`src/rtl/serial_adder.sv`:
```
// -----------------------------------------------------------------------------
// serial_adder
//
// Bit-serial N-bit adder. One operand pair is accepted, then added one
// full-adder bit per cycle, LSB first. The carry lives in a 1-bit register
// between cycles. The finished result is held until the consumer takes it.
//
// Handshakes (both sides): a transfer happens on a rising edge where valid
// and ready are both high. in_rdy is high only in IDLE, and out_val is high
// only in DONE. Neither ready depends combinationally on the other side's
// valid. While out_val is high, sum/cout (and ovf) do not change.
//
// Timing: the accept edge loads the operands. N CALC edges follow. out_val
// rises after the Nth CALC edge. The minimum spacing between accepts is N+2
// cycles: IDLE, N x CALC, DONE.
//
// Parameters:
//   N        operand width, legal range 2..32 (default 8)
//
// Ports:
//   clk      in   single clock, rising edge
//   reset    in   synchronous, active-high; wins over every handshake
//   in_val   in   operand request valid
//   in_rdy   out  block can accept a request (IDLE)
//   in0,in1  in   N-bit addends
//   cin      in   carry-in
//   out_val  out  result valid (DONE)
//   out_rdy  in   consumer accepts the result
//   sum      out  N-bit result, (in0 + in1 + cin) mod 2^N
//   cout     out  carry out of bit N-1
//   ovf      out  (only with SERIAL_ADDER_OVERFLOW_EN) two's-complement
//                 overflow = carry into bit N-1 XOR cout
//
// Build option:
//   SERIAL_ADDER_OVERFLOW_EN  adds the ovf port and the register that
//                             captures the carry into the MSB.
// -----------------------------------------------------------------------------
module serial_adder #(
    parameter int N = 8
) (
    input  logic         clk,
    input  logic         reset,
    input  logic         in_val,
    output logic         in_rdy,
    input  logic [N-1:0] in0,
    input  logic [N-1:0] in1,
    input  logic         cin,
    output logic         out_val,
    input  logic         out_rdy,
    output logic [N-1:0] sum,
    output logic         cout
`ifdef SERIAL_ADDER_OVERFLOW_EN
    ,
    output logic         ovf
`endif
);

    // The counter only has to reach N-1, the index of the last CALC edge.
    // N >= 2, so CW is at least 1.
    localparam int            CW   = $clog2(N);
    localparam logic [CW-1:0] LAST = CW'(N - 1);

    typedef enum logic [1:0] {
        IDLE = 2'd0,
        CALC = 2'd1,
        DONE = 2'd2
    } state_t;

    state_t        r_state;
    state_t        w_next;

    logic [N-1:0]  r_a;        // addend shift registers, consumed LSB first
    logic [N-1:0]  r_b;
    logic [N-1:0]  r_res;      // result fills from the MSB end
    logic          r_c;        // running carry
    logic [CW-1:0] r_cnt;      // CALC edge index

    logic          w_sum_bit;
    logic          w_carry;
    logic          w_last;

    assign w_sum_bit = r_a[0] ^ r_b[0] ^ r_c;
    assign w_carry   = (r_a[0] & r_b[0]) | (r_a[0] & r_c) | (r_b[0] & r_c);
    assign w_last    = (r_cnt == LAST);

    // -------------------------------------------------------------------------
    // FSM state register
    // -------------------------------------------------------------------------
    always_ff @(posedge clk) begin
        if (reset) begin
            r_state <= IDLE;
        end else begin
            r_state <= w_next;
        end
    end

    // -------------------------------------------------------------------------
    // FSM next state and handshake outputs
    // -------------------------------------------------------------------------
    always_comb begin
        w_next  = r_state;
        in_rdy  = 1'b0;
        out_val = 1'b0;
        case (r_state)
            IDLE: begin
                in_rdy = 1'b1;
                if (in_val) begin
                    w_next = CALC;
                end
            end
            CALC: begin
                if (w_last) begin
                    w_next = DONE;
                end
            end
            DONE: begin
                out_val = 1'b1;
                if (out_rdy) begin
                    w_next = IDLE;
                end
            end
            default: begin
                w_next = IDLE;
            end
        endcase
    end

    // -------------------------------------------------------------------------
    // Datapath. The operands are only sampled on the accept edge, so later
    // changes on in0/in1/cin cannot reach the result.
    // -------------------------------------------------------------------------
    always_ff @(posedge clk) begin
        if (reset) begin
            r_a   <= '0;
            r_b   <= '0;
            r_res <= '0;
            r_c   <= 1'b0;
            r_cnt <= '0;
        end else begin
            case (r_state)
                IDLE: begin
                    if (in_val) begin
                        r_a   <= in0;
                        r_b   <= in1;
                        r_res <= '0;
                        r_c   <= cin;
                        r_cnt <= '0;
                    end
                end
                CALC: begin
                    r_a   <= r_a >> 1;
                    r_b   <= r_b >> 1;
                    r_res <= {w_sum_bit, r_res[N-1:1]};
                    r_c   <= w_carry;
                    r_cnt <= r_cnt + CW'(1);
                end
                default: begin
                    // DONE: hold everything steady for the consumer.
                end
            endcase
        end
    end

    assign sum  = r_res;
    // After the last CALC edge, the carry register holds bit N of the full sum.
    assign cout = r_c;

`ifdef SERIAL_ADDER_OVERFLOW_EN
    // On the last CALC edge, r_c is still the carry into bit N-1.
    // Keep a copy of it so it can be compared with the final carry.
    logic r_c_msb;

    always_ff @(posedge clk) begin
        if (reset) begin
            r_c_msb <= 1'b0;
        end else if (r_state == IDLE && in_val) begin
            r_c_msb <= 1'b0;
        end else if (r_state == CALC && w_last) begin
            r_c_msb <= r_c;
        end
    end

    assign ovf = r_c_msb ^ r_c;
`endif

endmodule
```
`config.mk`:
```
export PLATFORM = sky130hd
export DESIGN_NAME = serial_adder
export DESIGN_NICKNAME = d
export VERILOG_FILES = /design/src/rtl/serial_adder.sv
export SDC_FILE = /design/constraint.sdc
export NUM_CORES = 1
export LEC_CHECK = 0
export ABC_CLOCK_PERIOD_IN_PS = 1650
export BUFFER_PORTS_ARGS = -buffer_cell sky130_fd_sc_hd__buf_2
export CAP_MARGIN = 20
export CELL_PAD_IN_SITES_DETAIL_PLACEMENT = 0
export CELL_PAD_IN_SITES_GLOBAL_PLACEMENT = 2
export CORE_MARGIN = 1.5
export CORE_UTILIZATION = 30
export CTS_CLUSTER_DIAMETER = 30
export DETAILED_ROUTE_END_ITERATION = 10
export PLACE_DENSITY = 0.78
export SLEW_MARGIN = 0
export SYNTH_ARGS = -nofsm -noshare
export SYNTH_HDL_FRONTEND = slang
export SYNTH_SLANG_ARGS = --single-unit
```
`constraint.sdc`:
```
create_clock -name clk -period 1.65 [get_ports clk]
set_clock_uncertainty 0.05 [all_clocks]
set_input_delay 0.0825 -clock clk [delete_from_list [all_inputs] [get_ports clk]]
set_output_delay 0.0825 -clock clk [all_outputs]
set_load 0.1 [all_outputs]
```
==> results.yml <==
sta:
  final.period_utilization: 0.887
  fmaxAchievable_mhz: 683
  tmin_final_ns: 1.46
  drv_slew: 0
  maxSlewHeadroom: 0.440
  unrepaired_setup_endpoints_after_global_routing: "no"
  final_hold_violating_endpoints: 0
  worst_pin_slew_ns: 0.838
  timing.final.setup_violations: 0
  fin_hold_ws_ns: 0.0143
logic_synthesis:
  yosys_register_bits: 30
  yosysMostFrequentCell: "sky130_fd_sc_hd__nor2_1"
  synthDistinctLibCells: 23
  yosys.area.top_type: "sky130_fd_sc_hd__dfxtp_1"
  synth.yosys.seq_area_share: 0.496
  synth-edff-count: 0
  yosys_top_cell_area_share: 0.496
  synthFlopType: "sky130_fd_sc_hd__dfxtp_1"
  post_synth_most_frequent_cells: "sky130_fd_sc_hd__nor2_1 (38), sky130_fd_sc_hd__dfxtp_1 (30), sky130_fd_sc_hd__o221ai_1 (14), sky130_fd_sc_hd__a22oi_1 (10), sky130_fd_sc_hd__inv_1 (6)"
  syn_nets: 157
  synthCells: 133
  syn-cell-area_um2: 1210
  yosys_warning_count: 0
  synthesis.area_per_instance_um2: 9.11
  post_synth_main_area_contributors: "sky130_fd_sc_hd__dfxtp_1 (50%), sky130_fd_sc_hd__nor2_1 (12%), sky130_fd_sc_hd__o221ai_1 (10%), sky130_fd_sc_hd__a22oi_1 (6.2%), sky130_fd_sc_hd__a21oi_1 (2.1%)"
  synth_async_sr_flop_share: 0
setup_path:
  critical_path_arrival_ns: 1.58
  endpoint_kind: "flop"
  launching_element_type_of_the_critical_path: "flop"
  regToRegSetupSlack_ns: 0.19
  worst_setup_path_type: "flop to flop"
  worst-path-max-fanout: 15
  critical_path_required_ns: 1.77
floorplan:
  design.die.area_um2: 4430
  core_area_um2: 3770
  effective_utilization_at_floorplan: 0.321
  num_io_pins: 32
  fp.dieW_um: 66.5
  die_height_um: 66.5
  std_cell_rows: 22
route:
  routed-via-count: 1064
  ant_nets: 0
  first_pass_drt_iterations: 4
  avgRoutedWirePerCell_um: 12.6
  routed_wl_um: 2710
  detailedRoute.firstIterationViolations: 52
  via_per_inst: 4.95
  drt_drc_violations_left: 0
clocking:
  tritoncts: "built"
  cts_hold_buffers: 0
  post_cts_resized: 0
  cts-root-buf: "sky130_fd_sc_hd__clkbuf_8"
  cts.reportedPaths.clkPinSlew_ns: 0.06
  worst_skew_pair.late_latency_ns: 0.27
  cts_max_path_buffers: 2
  tritoncts_num_sinks: 30
  cts_htree_levels: 2
  numCtsBuffers: 5
  postCtsSetupBuffers: 0
global_routing:
  grt_pass1_vias: 977
  number_of_antenna_violations_at_the_first_check_in_global_routing: 0
  track_usage: 0.137
  grt_start_max_net_pins: 18
  grt_residual_overflow: 0
  grt_first_pass_wirelength_um: 4400
cells_and_area:
  final_layout_size_suffix_gt1_frac: 0.287
  finish.instance_area_um2: 1520
  nets: 191
  antenna-diode-count: 0
  syn2layout_area_growth_pct: 25.3
placement:
  placement.io_buffers: 31
  postPlaceCellArea_um2: 1430
  place_hpwl_um: 1880
  finalWeightedCongestion: 0.714
run:
  max-cap-violations: 0
power_and_ir_drop:
  power_leakage_nw: 0.660
  vdd_ir_drop_max_uv: 602
  pwr_density_cell_nw_per_um2: 1060
worst_hold_path:
  hold_path_class: "input port to flop"
status:
  run_status: "finished clean"
-- path summary, 6_finish.rpt --
path | from | end | cells after the start
setup / recovery | r_state[0] | r_a[2] | 3
hold / removal | in1[7] | r_b[7] | 3
setup reg to reg | r_state[0] | r_a[2] | 3
hold reg to reg | r_b[6] | r_b[6] | 2
-- per-layer routing --
layer  GRT usage  up-vias  wire length, µm
met5           0        -                0
met1       0.157      499             1190
li1            -      534                -
met3      0.0473        5              178
met2       0.220       26             1280
met4      0.0765        0               51
-- final cells by class --
| class | instances | area (µm²) |
|---|---|---|
| fillers | 403 | 2250 |
| flip-flops and latches | 30 | 604 |
| repair buffers | 38 | 208 |
| inverters | 6 | 22.5 |
| clock buffers | 7 | 86.3 |
| well taps | 48 | 60.1 |
| multi-input cells | 86 | 537 |
-- metrics by stage --
step / util / total power (W) / setup TNS [ns] / instances / setup slack (ns)
global route: 0.402 / 0.00169 / 0 / 215 / 0.0231
global placement: 0.380 / 0.00103 / 0 / 208 / 0.202
detailed placement: 0.380 / 0.00104 / 0 / 208 / 0.155
CTS: 0.402 / 0.00163 / 0 / 215 / 0.151
floorplan: - / 0.000971 / -0.117 / 133 / -0.117
finish: 0.402 / 0.00161 / 0 / 215 / 0.186
-- cells in the final DEF, fill, tap and decap left out, types with 2 or more instances in the layout --
| cell | synthesis | routed |
|---|---|---|
| sky130_fd_sc_hd__buf_2 | 4 | 31 |
| sky130_fd_sc_hd__nand3b_1 | 2 | 2 |
| sky130_fd_sc_hd__mux2i_1 | 2 | 2 |
| sky130_fd_sc_hd__dfxtp_1 | 30 | 29 |
| sky130_fd_sc_hd__nor2b_1 | 3 | 2 |
| sky130_fd_sc_hd__o21ai_0 | 2 | 2 |
| sky130_fd_sc_hd__nor2_1 | 38 | 37 |
| sky130_fd_sc_hd__a21oi_1 | 5 | 5 |
| sky130_fd_sc_hd__ha_1 | 2 | 2 |
| sky130_fd_sc_hd__a22oi_1 | 10 | 10 |
| sky130_fd_sc_hd__inv_1 | 6 | 6 |
| sky130_fd_sc_hd__clkbuf_8 | 0 | 6 |
| sky130_fd_sc_hd__buf_4 | 0 | 7 |
| sky130_fd_sc_hd__o221ai_1 | 14 | 14 |
-- worst max-delay path, cell delays in order, from the launching register on --
cell	delay, ns
sky130_fd_sc_hd__dfxtp_1	0.33
sky130_fd_sc_hd__or3b_1	0.60
sky130_fd_sc_hd__o221ai_1	0.30
sky130_fd_sc_hd__nor2_1	0.07
-- cell families after synthesis --
family | count (synthesis) | share of synthesized area
buffers and inverters | 17 | 0.0651
multiplexers | 2 | 0.0165
AO/OA/AOI/OAI | 35 | 0.223
adder cells (fa/ha/maj) | 3 | 0.0372
flip-flops | 30 | 0.496
AND/OR/NAND/NOR | 46 | 0.162
-- power by group --
group          internal (W)  switching, W
Sequential         0.000768     0.0000229
Clock              0.000330      0.000252
Combinational     0.0000855      0.000147
Total               0.00118      0.000422
-- registers in the layout, summed over array words and instances (netlist names) --
signal / count
sum: 8
r_b: 8
r_a: 8
r_cnt: 3
r_state: 2
cout: 1
No activity file was read; power rests on OpenSTA's default activity.
